$ cat src/rtl/ysyx_22050019_axi_pkg.sv
// -----------------------------------------------------------------------------
// ysyx_22050019_axi_pkg
// Shared definitions for the IFU/LSU AXI read arbiter:
//   - default address/data widths
//   - AXI response codes
//   - read-FSM state encoding and master identifiers
//   - onehot_of(): maps a master id to its one-hot grant vector
// -----------------------------------------------------------------------------
package ysyx_22050019_axi_pkg;

  localparam int unsigned AXI_ADDR_W = 64;
  localparam int unsigned AXI_DATA_W = 64;

  localparam logic [1:0] RESP_OKAY   = 2'b00;
  localparam logic [1:0] RESP_SLVERR = 2'b10;

  typedef enum logic [2:0] {
    IDLE  = 3'd0,
    AR_M0 = 3'd1,
    R_M0  = 3'd2,
    AR_M1 = 3'd3,
    R_M1  = 3'd4
  } rd_state_e;

  typedef enum logic {
    MST_M0 = 1'b0,
    MST_M1 = 1'b1
  } mst_e;

  // Bit 0 of a grant vector belongs to m0, bit 1 to m1.
  function automatic logic [1:0] onehot_of(input mst_e m);
    logic [1:0] v;
    case (m)
      MST_M0:  v = 2'b01;
      MST_M1:  v = 2'b10;
      default: v = 2'b00;
    endcase
    return v;
  endfunction

endpackage

$ cat src/rtl/ysyx_22050019_rr_arb2.sv
// -----------------------------------------------------------------------------
// ysyx_22050019_rr_arb2
// Two-way round-robin tie-break. Purely combinational.
// Ports:
//   req_i        [1:0]  request vector (bit 0 = m0, bit 1 = m1)
//   last_grant_i        master that won the previous arbitration
//   grant_o      [1:0]  one-hot grant, all-zero when nothing is requested
// -----------------------------------------------------------------------------
module ysyx_22050019_rr_arb2
  import ysyx_22050019_axi_pkg::*;
(
  input  logic [1:0] req_i,
  input  mst_e       last_grant_i,
  output logic [1:0] grant_o
);

  // Single requester wins outright; on a tie the master not served last wins.
  always_comb begin
    grant_o = 2'b00;
    case (req_i)
      2'b01:   grant_o = onehot_of(MST_M0);
      2'b10:   grant_o = onehot_of(MST_M1);
      2'b11:   grant_o = (last_grant_i == MST_M1) ? onehot_of(MST_M0) : onehot_of(MST_M1);
      default: grant_o = 2'b00;
    endcase
  end

endmodule

$ cat src/rtl/ysyx_22050019_axi_arbiter.sv
// -----------------------------------------------------------------------------
// ysyx_22050019_axi_arbiter
// Shares one AXI slave port between the IFU read master (m0) and the LSU
// read/write master (m1).
//   - Reads: one outstanding transaction at a time, arbitrated in IDLE with a
//     registered grant (one cycle of arbitration latency), round-robin on ties.
//   - Writes: m1 aw/w/b channels are wired straight through to the slave.
// Ports:
//   clk, rst_n                      clock, asynchronous active-low reset
//   m0_ar*/m0_r*                    IFU read address / read data channels
//   m1_ar*/m1_r*                    LSU read address / read data channels
//   m1_aw*/m1_w*/m1_b*              LSU write channels (pass-through)
//   s_*                             downstream slave port
// -----------------------------------------------------------------------------
module ysyx_22050019_axi_arbiter
  import ysyx_22050019_axi_pkg::*;
#(
  parameter int ADDR_W = AXI_ADDR_W,
  parameter int DATA_W = AXI_DATA_W,
  parameter int STRB_W = DATA_W / 8
) (
  input  logic              clk,
  input  logic              rst_n,
  // m0: IFU read master
  input  logic              m0_arvalid,
  input  logic [ADDR_W-1:0] m0_araddr,
  output logic              m0_arready,
  output logic              m0_rvalid,
  output logic [DATA_W-1:0] m0_rdata,
  output logic [1:0]        m0_rresp,
  input  logic              m0_rready,
  // m1: LSU read master
  input  logic              m1_arvalid,
  input  logic [ADDR_W-1:0] m1_araddr,
  output logic              m1_arready,
  output logic              m1_rvalid,
  output logic [DATA_W-1:0] m1_rdata,
  output logic [1:0]        m1_rresp,
  input  logic              m1_rready,
  // m1: LSU write master
  input  logic              m1_awvalid,
  input  logic [ADDR_W-1:0] m1_awaddr,
  output logic              m1_awready,
  input  logic              m1_wvalid,
  input  logic [DATA_W-1:0] m1_wdata,
  input  logic [STRB_W-1:0] m1_wstrb,
  output logic              m1_wready,
  output logic              m1_bvalid,
  output logic [1:0]        m1_bresp,
  input  logic              m1_bready,
  // s: slave port
  output logic              s_arvalid,
  output logic [ADDR_W-1:0] s_araddr,
  input  logic              s_arready,
  input  logic              s_rvalid,
  input  logic [DATA_W-1:0] s_rdata,
  input  logic [1:0]        s_rresp,
  output logic              s_rready,
  output logic              s_awvalid,
  output logic [ADDR_W-1:0] s_awaddr,
  input  logic              s_awready,
  output logic              s_wvalid,
  output logic [DATA_W-1:0] s_wdata,
  output logic [STRB_W-1:0] s_wstrb,
  input  logic              s_wready,
  input  logic              s_bvalid,
  input  logic [1:0]        s_bresp,
  output logic              s_bready
);

  rd_state_e  state_q;
  mst_e       last_grant_q;
  logic [1:0] grant_s;

  ysyx_22050019_rr_arb2 u_rr_arb2 (
    .req_i        ({m1_arvalid, m0_arvalid}),
    .last_grant_i (last_grant_q),
    .grant_o      (grant_s)
  );

  // Read FSM: grant taken in IDLE, held through AR and R phases.
  // last_grant only moves on an AR handshake, so an abandoned grant never
  // counts as a turn.
  always_ff @(posedge clk or negedge rst_n) begin
    if (!rst_n) begin
      state_q      <= IDLE;
      last_grant_q <= MST_M0;
    end else begin
      case (state_q)
        IDLE: begin
          if (grant_s[1]) begin
            state_q <= AR_M1;
          end else if (grant_s[0]) begin
            state_q <= AR_M0;
          end else begin
            state_q <= IDLE;
          end
        end
        AR_M0: begin
          if (m0_arvalid && s_arready) begin
            state_q      <= R_M0;
            last_grant_q <= MST_M0;
          end
        end
        R_M0: begin
          if (s_rvalid && m0_rready) begin
            state_q <= IDLE;
          end
        end
        AR_M1: begin
          if (m1_arvalid && s_arready) begin
            state_q      <= R_M1;
            last_grant_q <= MST_M1;
          end
        end
        R_M1: begin
          if (s_rvalid && m1_rready) begin
            state_q <= IDLE;
          end
        end
        default: begin
          state_q <= IDLE;
        end
      endcase
    end
  end

  // Read-channel steering; everything not owned by the current phase is 0,
  // so a stray s_rvalid outside an R phase never reaches either master.
  always_comb begin
    s_arvalid  = 1'b0;
    s_araddr   = {ADDR_W{1'b0}};
    s_rready   = 1'b0;
    m0_arready = 1'b0;
    m0_rvalid  = 1'b0;
    m0_rdata   = {DATA_W{1'b0}};
    m0_rresp   = RESP_OKAY;
    m1_arready = 1'b0;
    m1_rvalid  = 1'b0;
    m1_rdata   = {DATA_W{1'b0}};
    m1_rresp   = RESP_OKAY;
    case (state_q)
      AR_M0: begin
        s_arvalid  = m0_arvalid;
        s_araddr   = m0_araddr;
        m0_arready = s_arready;
      end
      R_M0: begin
        m0_rvalid = s_rvalid;
        m0_rdata  = s_rdata;
        m0_rresp  = s_rresp;
        s_rready  = m0_rready;
      end
      AR_M1: begin
        s_arvalid  = m1_arvalid;
        s_araddr   = m1_araddr;
        m1_arready = s_arready;
      end
      R_M1: begin
        m1_rvalid = s_rvalid;
        m1_rdata  = s_rdata;
        m1_rresp  = s_rresp;
        s_rready  = m1_rready;
      end
      default: begin
        s_arvalid = 1'b0;
      end
    endcase
  end

  // Write path: m1 only, independent of the read FSM.
  assign s_awvalid  = m1_awvalid;
  assign s_awaddr   = m1_awaddr;
  assign m1_awready = s_awready;
  assign s_wvalid   = m1_wvalid;
  assign s_wdata    = m1_wdata;
  assign s_wstrb    = m1_wstrb;
  assign m1_wready  = s_wready;
  assign m1_bvalid  = s_bvalid;
  assign m1_bresp   = s_bresp;
  assign s_bready   = m1_bready;

endmodule

$ cat config.mk
export PLATFORM = sky130hd
export DESIGN_NAME = ysyx_22050019_axi_arbiter
export DESIGN_NICKNAME = d
export VERILOG_FILES = /design/src/rtl/ysyx_22050019_axi_pkg.sv /design/src/rtl/ysyx_22050019_rr_arb2.sv /design/src/rtl/ysyx_22050019_axi_arbiter.sv
export SDC_FILE = /design/constraint.sdc
export NUM_CORES = 1
export LEC_CHECK = 0
export CAP_MARGIN = 30
export CORE_AREA = 4 4 265 267
export CTS_CLUSTER_SIZE = 25
export DETAILED_ROUTE_END_ITERATION = 10
export DIE_AREA = 0 0 269 271
export GPL_TIMING_DRIVEN = 0
export PLACE_DENSITY = 0.36
export SLEW_MARGIN = 0
export SYNTH_ARGS = -nofsm -noshare
export SYNTH_HDL_FRONTEND = slang
export SYNTH_SLANG_ARGS = --single-unit
export TNS_END_PERCENT = 5
$ cat constraint.sdc
create_clock -name clk -period 4.2 [get_ports clk]
set_clock_uncertainty 0.2 [all_clocks]
set_input_delay 1.05 -clock clk [delete_from_list [all_inputs] [get_ports clk]]
set_output_delay 1.05 -clock clk [all_outputs]
set_load 0.02 [all_outputs]
## Yosys cells after proc, flatten, opt, wreduce, memory -nomap -nowiden

Index checks and enable logic that the tools add are counted.

- Input bits: 346
- Register bits after elaboration: 4
- Output and inout bits: 346
- Logic and storage cells: 44

- Muxes and demuxes: 23
- Equal/unequal tests: 11
- Reductions and logical operators: 8

Operator list:

| operator | count |
|---|---|
| 2-to-1 mux 64 bit | 2 |
| one-hot mux 64 bit (2 select lines) | 1 |
| one-hot mux 3 bit (5 select lines) | 1 |
| 2-to-1 mux 3 bit | 4 |
| 2-to-1 mux 2 bit | 4 |
| inequality test 2 bit, second input constant | 4 |
| 2-to-1 mux 1 bit | 7 |
| == test 3 x 2 -> 1 bit, second input constant | 2 |
| one-hot mux 1 bit (2 select lines) | 3 |
| one-hot mux 2 bit (3 select lines) | 1 |
| == test 2 bit, second input constant | 2 |
| logical AND 1 bit | 4 |
| AND reduction 4 bit | 1 |
| == test 3 x 1 -> 1 bit, second input constant | 1 |
| == test 3 bit, second input constant | 1 |
| zero test 3 bit | 1 |
| AND reduction 3 bit | 1 |
| == test 2 x 1 -> 1 bit, second input constant | 1 |
| nonzero test 2 bit | 1 |

## Longest topological paths before layout

Gate-level depths: netlist of run 1.

- Depth after elaboration: 5
- Depth in mapped cells: 6
- Gate-level depth less buffers: 3

## Cells and area by module

A second synthesis of run 1 with hierarchy kept.

- Cell total of the unflattened synthesis: 405
- Area, all modules: 2,940.3 µm²

By module, submodules not included:

| module | instances | seq. area each (µm²) | cells each | area an instance (µm²) |
|---|---|---|---|---|
| ysyx_22050019_axi_arbiter | 1 | 100.1 | 402 | 2,921.6 |
| ysyx_22050019_rr_arb2 | 1 | 0.0 | 3 | 18.8 |

## Least setup slack after synthesis of run 1

Ideal clock, no wire load.

- Path type: input-to-output
- Start: input s_arready
- End: output m0_arready
- Cell stages on the path: 2
- Required time: 2,950 ps
- Setup slack: 1,372 ps
- Arrival: 1,578 ps
- Buffers on the path: 0
- Cell sequence: nand2_1 nor3_1

- Word-level cells in the longest chain between the ends: 1

Ends and longest elaborated chain:

| element | RTL line | source |
|---|---|---|
| from (decl) | ysyx_22050019_axi_arbiter.sv:54 | `input logic s_arready,` |
| 2-to-1 mux 1 bit | ysyx_22050019_axi_arbiter.sv:142 | `case (state_q)` |
| to (decl) | ysyx_22050019_axi_arbiter.sv:27 | `output logic m0_arready,` |

No other way between the ends.

## Worst setup path after layout of run 1

- Start: input m0_arvalid
- End: output s_arvalid

- Word-level cells in the longest chain between the ends: 1

Ends and longest elaborated chain:

| element | RTL line | source |
|---|---|---|
| from (decl) | ysyx_22050019_axi_arbiter.sv:25 | `input logic m0_arvalid,` |
| one-hot mux 1 bit (2 select lines) | ysyx_22050019_axi_arbiter.sv:142 |  |
| to (decl) | ysyx_22050019_axi_arbiter.sv:52 | `output logic s_arvalid,` |

No other way between the ends.

==> results of run 1 <==
[routing by layer]
metal	share of wire (%)	global-route usage, %	vias to the layer above
li1	-	-	2437
met1	33	5.94	2188
met2	56	13.1	381
met3	9.4	1.40	16
met4	1.6	1.22	0
met5	0	0	-
[sequential cells by signal (all words and copies together) (netlist names)]
name,flops
state_q,3
last_grant_q,1
[synth_stat cells, types with 2 or more instances]
library cell | n | area share [%]
a22o_1 | 2 | 0.54
and2_1 | 134 | 26
buf_2 | 12 | 1.8
buf_4 | 148 | 34
buf_6 | 4 | 1.4
clkbuf_1 | 5 | 0.57
clkbuf_2 | 5 | 0.77
dfrtp_1 | 4 | 3.1
mux2i_1 | 65 | 20
nand2_1 | 6 | 0.69
nor2_1 | 68 | 7.8
nor3_1 | 2 | 0.31
[cells by family after synthesis]
group                  count (synthesis)
buffers and inverters                174
DFF                                    4
AOI/OAI and AO/OA                      9
muxes                                 65
and+or+nand+nor                      217
[critical path: stages]
cell	delay, ns
clkdlybuf4s50_1	0.63
mux2i_2	0.19
nor2_2	0.21
clkdlybuf4s50_1	0.66
[stage by stage]
stage | setup TNS, ns | utilization [%] | cells
2_1_floorplan | 0 | - | 469
3_3_place_gp | -0.118 | 14.5 | 1898
3_5_place_dp | -0.127 | 14.5 | 1898
4_1_cts | 0 | 14.6 | 1901
5_1_grt | 0 | 14.6 | 1901
6_report | 0 | 14.6 | 1903
[power breakdown]
part | internal [mW] | total [mW] | switching [mW] | leakage, nW
Clock | 0.122 | 0.150 | 0.0283 | 0.0370
Sequential | 0.0543 | 0.0638 | 0.00952 | 0.0505
Combinational | 1.58 | 3.32 | 1.74 | 3.81
Total | 1.75 | 3.53 | 1.78 | 3.89
[how the worst max path moves through the flow]
stage	cells past startpoint	to	slack [ns]
after global placement	4	s_arvalid	-0.12
after floorplan	2	m0_arready	1.37
after detailed placement	4	s_arvalid	-0.13
after global routing	4	s_arvalid	0.07
after CTS	4	s_arvalid	0.09
final	4	s_arvalid	0.19
[area by class of cell]
cell class,instances,area share [%]
well taps,882,11.1
clock buffers,3,0.756
plain buffers,174,12.7
multi-input cells,291,19.3
repair buffers,547,55.1
flip-flops and latches,4,1.01
diodes,2,0.0504
==> flow_summary.json, run 1 <==
{
  "io_pins": 692,
  "grt_use_total_pct": 6.19,
  "route.detailed.drc": 0,
  "firstDrtPassIters": 6,
  "cts_buffer_depth": 2,
  "worstMarginPinSlew_ns": 0.611,
  "chipHeight_um": 271,
  "hold_ws_ns": 0.341,
  "final_layout_size_suffix_gt1_share_pct": 17.5,
  "reg2reg_from": "state_q[1]$_DFFE_PN0P_",
  "slew_viol_final": 0,
  "grt_pass1_wl_um": 34500,
  "cts-resized-gates": 2,
  "hold_end": "last_grant_q$_DFFE_PN0P_",
  "dpl.hpwl_um": 23200,
  "placed_area_um2": 9850,
  "synthArstFlopShare_pct": 100,
  "drt-initial-drc-count": 67,
  "outcome": "finished clean",
  "period_share_pct": 95.4,
  "place_congestion": 0.737,
  "synth_cells": 469,
  "nets": 1367,
  "fin_crit_ns": 4.01,
  "worstPathMaxFanout": 6,
  "finalSetupViolCount": 0,
  "grt_start_max_net_pins": 11,
  "ff_latch_area_um2": 100,
  "root_buffer": "clkbuf_16",
  "grt-ovfl-total": 0,
  "worstReg2RegEnd": "state_q[2]$_DFFE_PN0P_",
  "criticalPathCategory": "input port to output pin",
  "ys_seq_area_share_pct": 3.06,
  "setup_slack_ns": 0.195,
  "p_per_area_nw_per_um2": 356,
  "synth_edf_count": 0,
  "viasPerCell": 2.64,
  "antenna_left": 0,
  "avgSynthCellArea_um2": 6.97,
  "synth_nets": 815,
  "wire_per_inst_um": 13.3,
  "chipWidth_um": 269,
  "pre_cts_ws_ns": -0.127,
  "final_common_cell": "clkdlybuf4s50_1",
  "layout_common_cells": "clkdlybuf4s50_1 (547), buf_4 (148), and2_1 (134)",
  "cellLeakagePower_nw": 3.89,
  "fillers": 7745,
  "synth_xor_area_share_pct": 0,
  "min_path_type": "flop to flop",
  "synth_top_family_by_area": "buffers and inverters",
  "cts_sinks": 4,
  "multi_input_area_um2": 1920,
  "yosys-mux-area-fraction_pct": 19.9,
  "synthAdderAreaFrac_pct": 0,
  "power_mw": 3.53,
  "final_cell_area_um2": 9930,
  "syn2layout_area_growth_pct": 204,
  "max_slew_margin_pct": 59.3,
  "coreArea_um2": 68100,
  "setup.worst_path.end_class": "output pin",
  "holdPathStages": 1,
  "synth.distinct_cells": 26,
  "netlist_area_um2": 3270,
  "h-tree-depth": 1,
  "cts_tree": "built",
  "irDropWorstVdd_uv": 256,
  "synth-compound-area-share_pct": 2.14,
  "crit_arrival_ns": 2.76,
  "finalHoldViolCount": 0,
  "rsz0062_at_grt": "no",
  "io_buffers": 547,
  "drt-total-wl_um": 25400,
  "yosys.area_share.simple_pct": 36.4,
  "vias": 5022,
  "r2r_slack_ns": 2.61,
  "start_util_pct": 4.80,
  "start_kind": "input port",
  "cp-startpoint": "m0_arvalid",
  "fmax_mhz": 250,
  "cts_buffers": 3,
  "cap_violations": 0,
  "antenna_found_initial": 1,
  "worstHoldStart": "last_grant_q$_DFFE_PN0P_",
  "cts_setup_buffers": 0,
  "ys.warnings.count": 0,
  "ff2ff_path_depth": 4,
  "die-area_um2": 72900,
  "synth_top_flop_cell": "dfrtp_1",
  "cts_hold_buffers": 0,
  "path_clk_slew_ns": 0.03,
  "fp-row-count": 96,
  "ys_ff_latch": 4,
  "crit_required_ns": 2.95,
  "grt_pass1_vias": 5495,
  "insertion_delay_ns": 0.23
}
No activity file was read; power rests on OpenSTA's default activity.
==> inputs of run 2 (changes only) <==
REMOVE_ABC_BUFFERS = 1   (was default)
==> flow_summary.json, run 2 (same netlist as run 1, synthesis figures left out) <==
{
  "coreArea_um2": 68100,
  "cap_violations": 0,
  "power_frac_seq_pct": 4.5,
  "setup.worst_path.end_class": "output pin",
  "syn2layout_area_growth_pct": 126,
  "cpPeakStageDelay_ns": 0.79,
  "hold_end": "last_grant_q$_DFFE_PN0P_",
  "path_clk_slew_ns": 0.03,
  "final_common_cell": "clkdlybuf4s50_1",
  "path_buf_inv": 2,
  "crit_arrival_ns": 2.74,
  "largest-register": "state_q",
  "antenna_found_initial": 16,
  "chipHeight_um": 271,
  "antenna_left": 0,
  "drt-total-wl_um": 47500,
  "place_congestion": 0.746,
  "root_buffer": "clkbuf_16",
  "fin_util_pct": 10.8,
  "ff2ff_path_depth": 3,
  "io_buffers": 403,
  "vias": 4468,
  "worstPathMaxFanout": 5,
  "p_clk_share_pct": 5.0,
  "start_util_pct": 4.80,
  "combPwrFrac_pct": 90.5,
  "grt_pass1_wl_um": 55400,
  "start_kind": "input port",
  "path_common_cell": "clkdlybuf4s50_1",
  "viasPerCell": 2.80,
  "grt_use_total_pct": 12.1,
  "internal_power_mw": 1.52,
  "nets": 1056,
  "irDropWorstVdd_uv": 260,
  "p_per_area_nw_per_um2": 408,
  "reg_top3": "state_q: 3 flops, last_grant_q: 1 flops",
  "holdPathStages": 1,
  "cpMaxStageDelayCell": "clkdlybuf4s50_1",
  "worstReg2RegEnd": "last_grant_q$_DFFE_PN0P_",
  "cts_hold_buffers": 0,
  "final_layout_size_suffix_gt1_share_pct": 2.40,
  "final_cells": 1598,
  "io_pins": 692,
  "power_switching_mw": 1.49,
  "cellLeakagePower_nw": 2.59,
  "r2r_slack_ns": 2.27,
  "fin_crit_ns": 3.99,
  "rsz0062_at_grt": "no",
  "wire_per_inst_um": 29.7,
  "largest_reg_flops": 3,
  "worst-path-stages": 4,
  "dpl.hpwl_um": 40500,
  "fmax_mhz": 250,
  "fp-row-count": 96,
  "critPathTopFamily": "buffers and inverters",
  "outcome": "finished clean",
  "h-tree-depth": 1,
  "insertion_delay_ns": 0.22,
  "crit_required_ns": 2.95,
  "firstDrtPassIters": 7,
  "period_share_pct": 95.1,
  "min_path_type": "flop to flop",
  "reg2reg_from": "state_q[0]$_DFFE_PN0P_",
  "max_slew_margin_pct": 47.9,
  "slew_viol_final": 0,
  "finalHoldViolCount": 0,
  "finalSetupViolCount": 0,
  "criticalPathCategory": "input port to output pin",
  "cts_buffer_depth": 2,
  "fillers": 7842,
  "cts_tree": "built",
  "crit_chain": "clkdlybuf4s50_1 > nand2_1 > nor2_1 > clkdlybuf4s50_1",
  "chipWidth_um": 269,
  "worstMarginPinSlew_ns": 0.781,
  "cts_sinks": 4,
  "layout_common_cells": "clkdlybuf4s50_1 (400), and2_1 (134), nor2_1 (68)",
  "grt_start_max_net_pins": 68,
  "swShare_pct": 49.6,
  "grt-ovfl-total": 0,
  "route.detailed.drc": 0,
  "dp.cells": 1584,
  "drt-initial-drc-count": 174,
  "cts_buffers": 3,
  "grt_pass1_vias": 4481,
  "worstHoldStart": "last_grant_q$_DFFE_PN0P_",
  "die-area_um2": 72900
}
run 2: changes by cell type in the layout (fill, tap and decap cells not counted), moves of 2 or more:
cell and change:
buf_12 +2, buf_16 +2, buf_2 -12, buf_4 -146, buf_6 -4, clkbuf_1 -4, clkbuf_2 -5, clkdlybuf4s50_1 -147
diode_2 +5, dlygate4sd2_1 +3
run 2: power groups by stage:
| stage | clock network [mW] | registers [mW] | logic (mW) |
|---|---|---|---|
| 4_1_cts | 0.154 | 0.136 | 2.76 |
| 6_report | 0.152 | 0.135 | 2.73 |
| 5_1_grt | 0.158 | 0.144 | 2.90 |
| 3_3_place_gp | 0 | 0.249 | 2.72 |
| 3_5_place_dp | 0 | 0.136 | 2.75 |
| 2_1_floorplan | 0 | 0.196 | 1.32 |
run 2: worst register-to-register path, stage by stage (launching register included):
cell and delay, ns:
dfrtp_1 0.61, nand2b_4 0.47, o21a_1 0.35, o22a_1 0.19
run 2: cell type report:
| type | count | area [um^2] | share of cell area, % |
|---|---|---|---|
| clock buffer | 4 | 78.8 | 1.07 |
| timing repair buffer | 410 | 4160 | 56.3 |
| sequential | 4 | 104 | 1.41 |
| tap | 882 | 1100 | 15.0 |
| antenna | 7 | 17.5 | 0.237 |
| multi-input combinational | 291 | 1920 | 26.0 |
run 2: repair_timing:
item	in CTS	in global routing
endpoints found under the setup margin	5	26
pin swaps	1	1
gates cloned	0	0
resized for setup	4	0
buffers inserted	0	3
run 2: how the worst max path moves through the flow:
| stage | from | slack [ns] | end |
|---|---|---|---|
| finish | s_arready | 0.21 | m1_arready |
| global route | s_arready | 0.13 | m0_arready |
| CTS | state_q[1]$_DFFE_PN0P_ | 0.01 | m1_rdata[50] |
| detailed placement | s_arready | -0.03 | m0_arready |
| global placement | state_q[1]$_DFFE_PN0P_ | -2.67 | m0_rdata[12] |
| floorplan | state_q[1]$_DFFE_PN0P_ | -0.58 | s_rready |
run 2: metrics by stage:
step	setup slack [ns]	total power, mW	hold WS [ns]	area (um^2)	setup TNS [ns]
6_report	0.207	3.01	0.314	7380	0
5_1_grt	0.125	3.21	0.357	7380	0
4_1_cts	0.0123	3.05	0.315	7330	0
2_1_floorplan	-0.579	1.52	0.277	2010	-61.44
3_3_place_gp	-2.67	2.96	0.312	7150	-436.53
3_5_place_dp	-0.0310	2.89	0.308	7250	-0.0310
run 2: layer usage:
metal / wire length (um) / part of all wire (%) / GRT usage, %
met5: 1200 / 2.5 / 10.4
met2: 15800 / 33 / 14.6
met3: 14500 / 31 / 17.6
met4: 627 / 1.3 / 1.38
met1: 15400 / 32 / 11.1
